File: src/rtl/ula_arbiter.sv
`timescale 1ns/1ps
`default_nettype none
// ============================================================================
// Module      : ula_arbiter
// Description : Round-robin arbiter/sequencer sharing one ALU between two
//               requesters; handles sum/sub/iterative mult with timeout.
// Revision    : 1.0 - initial release
// ============================================================================
module ula_arbiter #(
    parameter int WIDTH   = 27,
    parameter int TIMEOUT = 64
) (
    input  logic             clk,
    input  logic             reset,
    input  logic             req0,
    input  logic             req1,
    input  logic [WIDTH-1:0] a0,
    input  logic [WIDTH-1:0] b0,
    input  logic [WIDTH-1:0] a1,
    input  logic [WIDTH-1:0] b1,
    input  logic [1:0]       cmd0,
    input  logic [1:0]       cmd1,
    output logic             ack0,
    output logic             ack1,
    output logic [WIDTH-1:0] result0,
    output logic [WIDTH-1:0] result1,
    output logic             carry0,
    output logic             carry1,
    output logic             err0,
    output logic             err1,
    output logic             alu_start,
    output logic [WIDTH-1:0] alu_a,
    output logic [WIDTH-1:0] alu_b,
    output logic [1:0]       alu_cmd,
    input  logic             alu_done,
    input  logic [WIDTH-1:0] alu_result,
    input  logic             alu_carry,
    output logic             busy
);

    localparam int            CW         = $clog2(TIMEOUT + 1);
    localparam logic [CW-1:0] c_tmo      = CW'(TIMEOUT);
    localparam logic [CW-1:0] c_one      = CW'(1);
    localparam logic [1:0]    c_cmd_mult = 2'b00;
    localparam logic [1:0]    c_cmd_sum  = 2'b01;
    localparam logic [1:0]    c_cmd_ill  = 2'b11;

    localparam logic [1:0]    c_st_idle  = 2'd0;
    localparam logic [1:0]    c_st_issue = 2'd1;
    localparam logic [1:0]    c_st_wait  = 2'd2;
    localparam logic [1:0]    c_st_resp  = 2'd3;

    logic [1:0]       r_state;
    logic             r_ptr;
    logic             r_owner;
    logic [WIDTH-1:0] r_a;
    logic [WIDTH-1:0] r_b;
    logic [1:0]       r_cmd;
    logic [CW-1:0]    r_cnt;
    logic             r_alu_start;
    logic             r_ack0, r_ack1;
    logic [WIDTH-1:0] r_result0, r_result1;
    logic             r_carry0, r_carry1;
    logic             r_err0, r_err1;

    logic             w_any;
    logic             w_grant1;
    logic [1:0]       w_cmd;
    logic             w_fin;
    logic             w_fin_owner;
    logic [WIDTH-1:0] w_res;
    logic             w_car;
    logic             w_err;

    assign w_any       = req0 | req1;
    assign w_grant1    = req1 & (~req0 | r_ptr);
    assign w_cmd       = w_grant1 ? cmd1 : cmd0;
    assign w_fin_owner = (r_state == c_st_idle) ? w_grant1 : r_owner;

    // Response generation: illegal command short-circuits from IDLE; the first
    // WAIT cycle's alu_done is stale from the previous operation.
    always_comb begin
        w_fin = 1'b0;
        w_res = '0;
        w_car = 1'b0;
        w_err = 1'b0;
        case (r_state)
            c_st_idle: begin
                if (w_any && (w_cmd == c_cmd_ill)) begin
                    w_fin = 1'b1;
                    w_err = 1'b1;
                end
            end
            c_st_wait: begin
                if (r_cmd != c_cmd_mult) begin
                    w_fin = 1'b1;
                    w_res = alu_result;
                    w_car = (r_cmd == c_cmd_sum) & alu_carry;
                end else if ((r_cnt != c_one) && alu_done) begin
                    w_fin = 1'b1;
                    w_res = alu_result;
                end else if (r_cnt == c_tmo) begin
                    w_fin = 1'b1;
                    w_err = 1'b1;
                end
            end
            default: ;
        endcase
    end

    always_ff @(posedge clk) begin
        if (reset) begin
            r_state     <= c_st_idle;
            r_ptr       <= 1'b0;
            r_owner     <= 1'b0;
            r_a         <= '0;
            r_b         <= '0;
            r_cmd       <= '0;
            r_cnt       <= '0;
            r_alu_start <= 1'b0;
            r_ack0      <= 1'b0;
            r_ack1      <= 1'b0;
            r_result0   <= '0;
            r_result1   <= '0;
            r_carry0    <= 1'b0;
            r_carry1    <= 1'b0;
            r_err0      <= 1'b0;
            r_err1      <= 1'b0;
        end else begin
            r_ack0      <= 1'b0;
            r_ack1      <= 1'b0;
            r_alu_start <= 1'b0;
            case (r_state)
                c_st_idle: begin
                    if (w_any) begin
                        r_owner <= w_grant1;
                        r_ptr   <= ~w_grant1;
                        r_a     <= w_grant1 ? a1 : a0;
                        r_b     <= w_grant1 ? b1 : b0;
                        r_cmd   <= w_cmd;
                        if (w_fin) begin
                            r_state <= c_st_resp;
                        end else begin
                            r_state     <= c_st_issue;
                            r_alu_start <= 1'b1;
                        end
                    end
                end
                c_st_issue: begin
                    r_state <= c_st_wait;
                    r_cnt   <= c_one;
                end
                c_st_wait: begin
                    if (w_fin) begin
                        r_state <= c_st_resp;
                    end else if (r_cnt != c_tmo) begin
                        r_cnt <= r_cnt + c_one;
                    end
                end
                default: begin
                    r_state <= c_st_idle;
                end
            endcase

            if (w_fin) begin
                if (w_fin_owner) begin
                    r_ack1    <= 1'b1;
                    r_result1 <= w_res;
                    r_carry1  <= w_car;
                    r_err1    <= w_err;
                end else begin
                    r_ack0    <= 1'b1;
                    r_result0 <= w_res;
                    r_carry0  <= w_car;
                    r_err0    <= w_err;
                end
            end
        end
    end

    assign ack0      = r_ack0;
    assign ack1      = r_ack1;
    assign result0   = r_result0;
    assign result1   = r_result1;
    assign carry0    = r_carry0;
    assign carry1    = r_carry1;
    assign err0      = r_err0;
    assign err1      = r_err1;
    assign alu_start = r_alu_start;
    assign alu_a     = r_a;
    assign alu_b     = r_b;
    assign alu_cmd   = r_cmd;
    assign busy      = (r_state != c_st_idle);

endmodule
`default_nettype wire
File: config.mk
export PLATFORM = sky130hd
export DESIGN_NAME = ula_arbiter
export DESIGN_NICKNAME = d
export VERILOG_FILES = /design/src/rtl/ula_arbiter.sv
export SDC_FILE = /design/constraint.sdc
export NUM_CORES = 1
export LEC_CHECK = 0
export ABC_AREA = 1
export CAP_MARGIN = 10
export CORE_MARGIN = 3
export CORE_UTILIZATION = 30
export DETAILED_ROUTE_END_ITERATION = 12
export SYNTH_ARGS = -nofsm -noshare
export SYNTH_HDL_FRONTEND = slang
export SYNTH_SLANG_ARGS = --single-unit
File: constraint.sdc
create_clock -name clk -period 4.7 [get_ports clk]
set_clock_uncertainty 0.05 [all_clocks]
set_input_delay 0.94 -clock clk [delete_from_list [all_inputs] [get_ports clk]]
set_output_delay 0.94 -clock clk [all_outputs]
set_load 0.05 [all_outputs]
==> summary.md <==
| Metric | Value |
|---|---|
| Initial antenna violation count | `0` |
| Slew Viols, Final | `0` |
| Static Leak | `3.40 nW` |
| Gpl congestion | `between 0.7 and 0.8` |
| Hold Buf Count CTS | `0` |
| RSZ-0062 raised after global routing | `no` |
| Top cells by area, synth | `dfxtp_1 (48%), nand2_1 (14%), nor2_1 (8.0%), o21ai_0 (7.3%), a31oi_1 (5.7%)` |
| Area of the core | `roughly 17,000 um2` |
| Mapped Cells | `between 700 and 800` |
| Reg2reg start | `r_cnt[1]` |
| Min Tclk post-route | `approximately 3.1 ns` |
| Synth top area share | `a little under half` |
| Mapped cell area | `around 5400 um2` |
| Remaining Overflow, GRT | `0` |
| Ports | `approximately 260` |
| Vias per cell | `between 4 and 5` |
| Final period util | `66.6%` |
| ANT cells | `0` |
| Slew at the pin closest to its max-slew limit | `1.01 ns` |
| WP buf/inv | `3` |
| Crit path cell chain | `inv_1 > ha_1 > inv_1 > clkdlybuf4s50_1` |
| Area Growth Syn to Fin | `60.9%` |
| Power per cell area | `about 600 nW/um2` |
| Fin Setup TNS | `0 ns` |
| Die X | `approximately 140 um` |
| CP startpoint | `r_state[0]` |
| Cell family with most CP delay | `buffers and inverters` |
| WP data arrival | `approximately 2.1 ns` |
| Cell variety after synth | `27` |
| Outcome | `complete, no violations` |
| Synth warnings | `0` |
| HPWL after detailed placement | `about 12,000 um` |
| Pre-antenna DRT Iters | `6` |
| Chip height | `about 140 um` |
| Mapped Avg Cell Area | `7.16 um2` |
| Asr flop ratio synth | `0%` |
| Fin util | `49.7%` |
| CTS tree | `done` |
| DRC | `0` |
| Setup crit start kind | `flop` |
| Worst setup path class | `flop to output port` |
| Final hold viol count | `0` |
| DR WL/cell | `roughly 14 um` |
| Leading cell type in the layout, fill and taps excluded | `clkdlybuf4s50_1` |
| CP max FO | `5` |
| Vias post-DR | `5,580` |
| First-pass GRT wire length | `28,200 um` |
| Post-synth top area cell | `dfxtp_1` |
| Fin nets | `about 1,100` |
| Row cnt | `48` |
| Num CTS Buffers | `17` |
| Largest net degree at the start of global routing | `74` |
| Clock-pin slew on the worst setup and hold paths | `approximately 0.050 ns` |
| Post-synth EDFFs | `0` |
| PostCTS Resize Cnt | `0` |
| IO buf count | `between 200 and 300` |
| Iter 0 DRT Violations | `231` |
| CTS max path bufs | `2` |
| Initial core utilization | `a little under a third` |
| Worst EP required | `approximately 3.7 ns` |
| Final ANT Viol Nets | `0` |
| Max cap viols | `0` |
| Crit. End Element | `output port` |
| Slowest-stage cell, CP | `clkdlybuf4s50_1` |
| Total routed wirelength | `approximately 18,000 um` |
| Top FF cell, synth | `dfxtp_1` |
| Syn Nets | `roughly 900` |
| Layout cells sized above 1 | `5.59%` |
| CTS root buf | `clkbuf_16` |
| F_max | `320 MHz` |
| Slowest stage delay, CP | `between 0.8 and 0.9 ns` |
| Die ar. | `slightly below 20,000 um2` |
| Slew margin rel. | `about a third` |
| All-Layer GR Usage | `around 18%` |
| Vias in the first global route | `between 5,000 and 6,000` |
| Crit path top cell by count | `inv_1` |
| Seq cells post-synth | `approximately 130` |
| Sequential cell area fraction in the yosys report | `47.7%` |
| Commonest non-fill, non-tap cells in the layout | `clkdlybuf4s50_1 (261), nand2_1 (196), dfxtp_1 (128)` |
| IR drop worst, VDD | `322 uV` |
| Hold path start | `result1[0]` |
| Post-CTS Setup Repair Bufs | `0` |
| Final setup viols | `0` |
| Worst-Skew Late Latency | `between 0.4 and 0.5 ns` |
| Clock sink count | `128` |
| Htree depth | `4` |
| Hold crit path type | `flop to flop` |
## worst paths after layout
check | slack [ns] | endpoint | cells past startpoint
min | 0.41 | result1[0] | 2
max | 1.57 | busy | 4
min reg2reg | 0.41 | result1[0] | 2
max reg2reg | 1.84 | result0[23] | 13
## layout make-up
class	instances	area (um2)
clock buffers	19	453
flip-flops and latches	128	2560
fillers	1755	8760
repair buffers	268	2660
multi-input cells	520	2380
clock inverters	12	113
inverters	55	206
well taps	225	282
## report_power, final
group | internal [mW] | switching (mW) | leakage (nW)
clock | 0.753 | 0.504 | 0.263
sequential | 1.38 | 0.160 | 1.05
combinational | 0.806 | 1.71 | 2.09
total | 2.93 | 2.37 | 3.40
## through the flow
step           instances  hold WS (ns)  setup WS (ns)  power [mW]  area (um2)
2_1_floorplan        751         0.395           2.50        3.28        5380
3_3_place_gp        1196         0.402           1.23        4.09        8090
3_5_place_dp        1196         0.408           1.14        4.10        8090
4_1_cts             1227         0.419           1.53        5.37        8650
5_1_grt             1227         0.433           1.34        5.65        8650
6_report            1227         0.415           1.57        5.31        8650
## metal layers
layer	track usage [%]	routed length (um)	vias to the layer above
met3	7.59	1760	18
met1	21.5	7720	2457
met2	28.9	7860	202
met5	0	0	-
met4	5.76	230	0
li1	-	-	2903
## kinds of logic (layout without fill, tap and decap cells)
group / Yosys count / in the layout / share of synthesized area (%)
compound gates: 163 / 163 / 16.7
fa+ha+maj: 7 / 7 / 1.63
buf+inv: 103 / 354 / 8.17
flops: 128 / 128 / 47.7
simple gates: 350 / 350 / 25.9
## worst reg2reg max path, stage by stage (launching register included)
cell	delay, ns
dfxtp_1	0.37
inv_1	0.07
ha_1	0.17
inv_1	0.05
nor2_1	0.03
nand3_1	0.09
nand2_1	0.07
nand2_1	0.09
nand2_2	0.30
nand3_2	0.26
nand2_2	0.36
inv_2	0.57
nand3_1	0.15
a21oi_1	0.15
## sequential cells by signal, summed over array words and instances, names as in the netlist
signal / flops
ack0: 1
ack1: 1
alu_a: 27
alu_b: 27
alu_cmd: 2
alu_start: 1
carry0: 1
carry1: 1
err0: 1
err1: 1
r_cnt: 7
r_owner: 1
r_ptr: 1
r_state: 2
result0: 27
result1: 27
## synthesized netlist by cell type, types with 3 or more instances
library cell,n
a31oi_1,49
inv_1,49
a21oi_1,30
buf_2,9
clkbuf_1,26
buf_6,4
nor2_1,115
nand3_1,24
buf_4,3
nand2_2,4
inv_2,6
ha_1,7
nand2_1,196
dfxtp_1,128
o21ai_0,78
buf_1,6
Power figures use the tool's default switching activity.
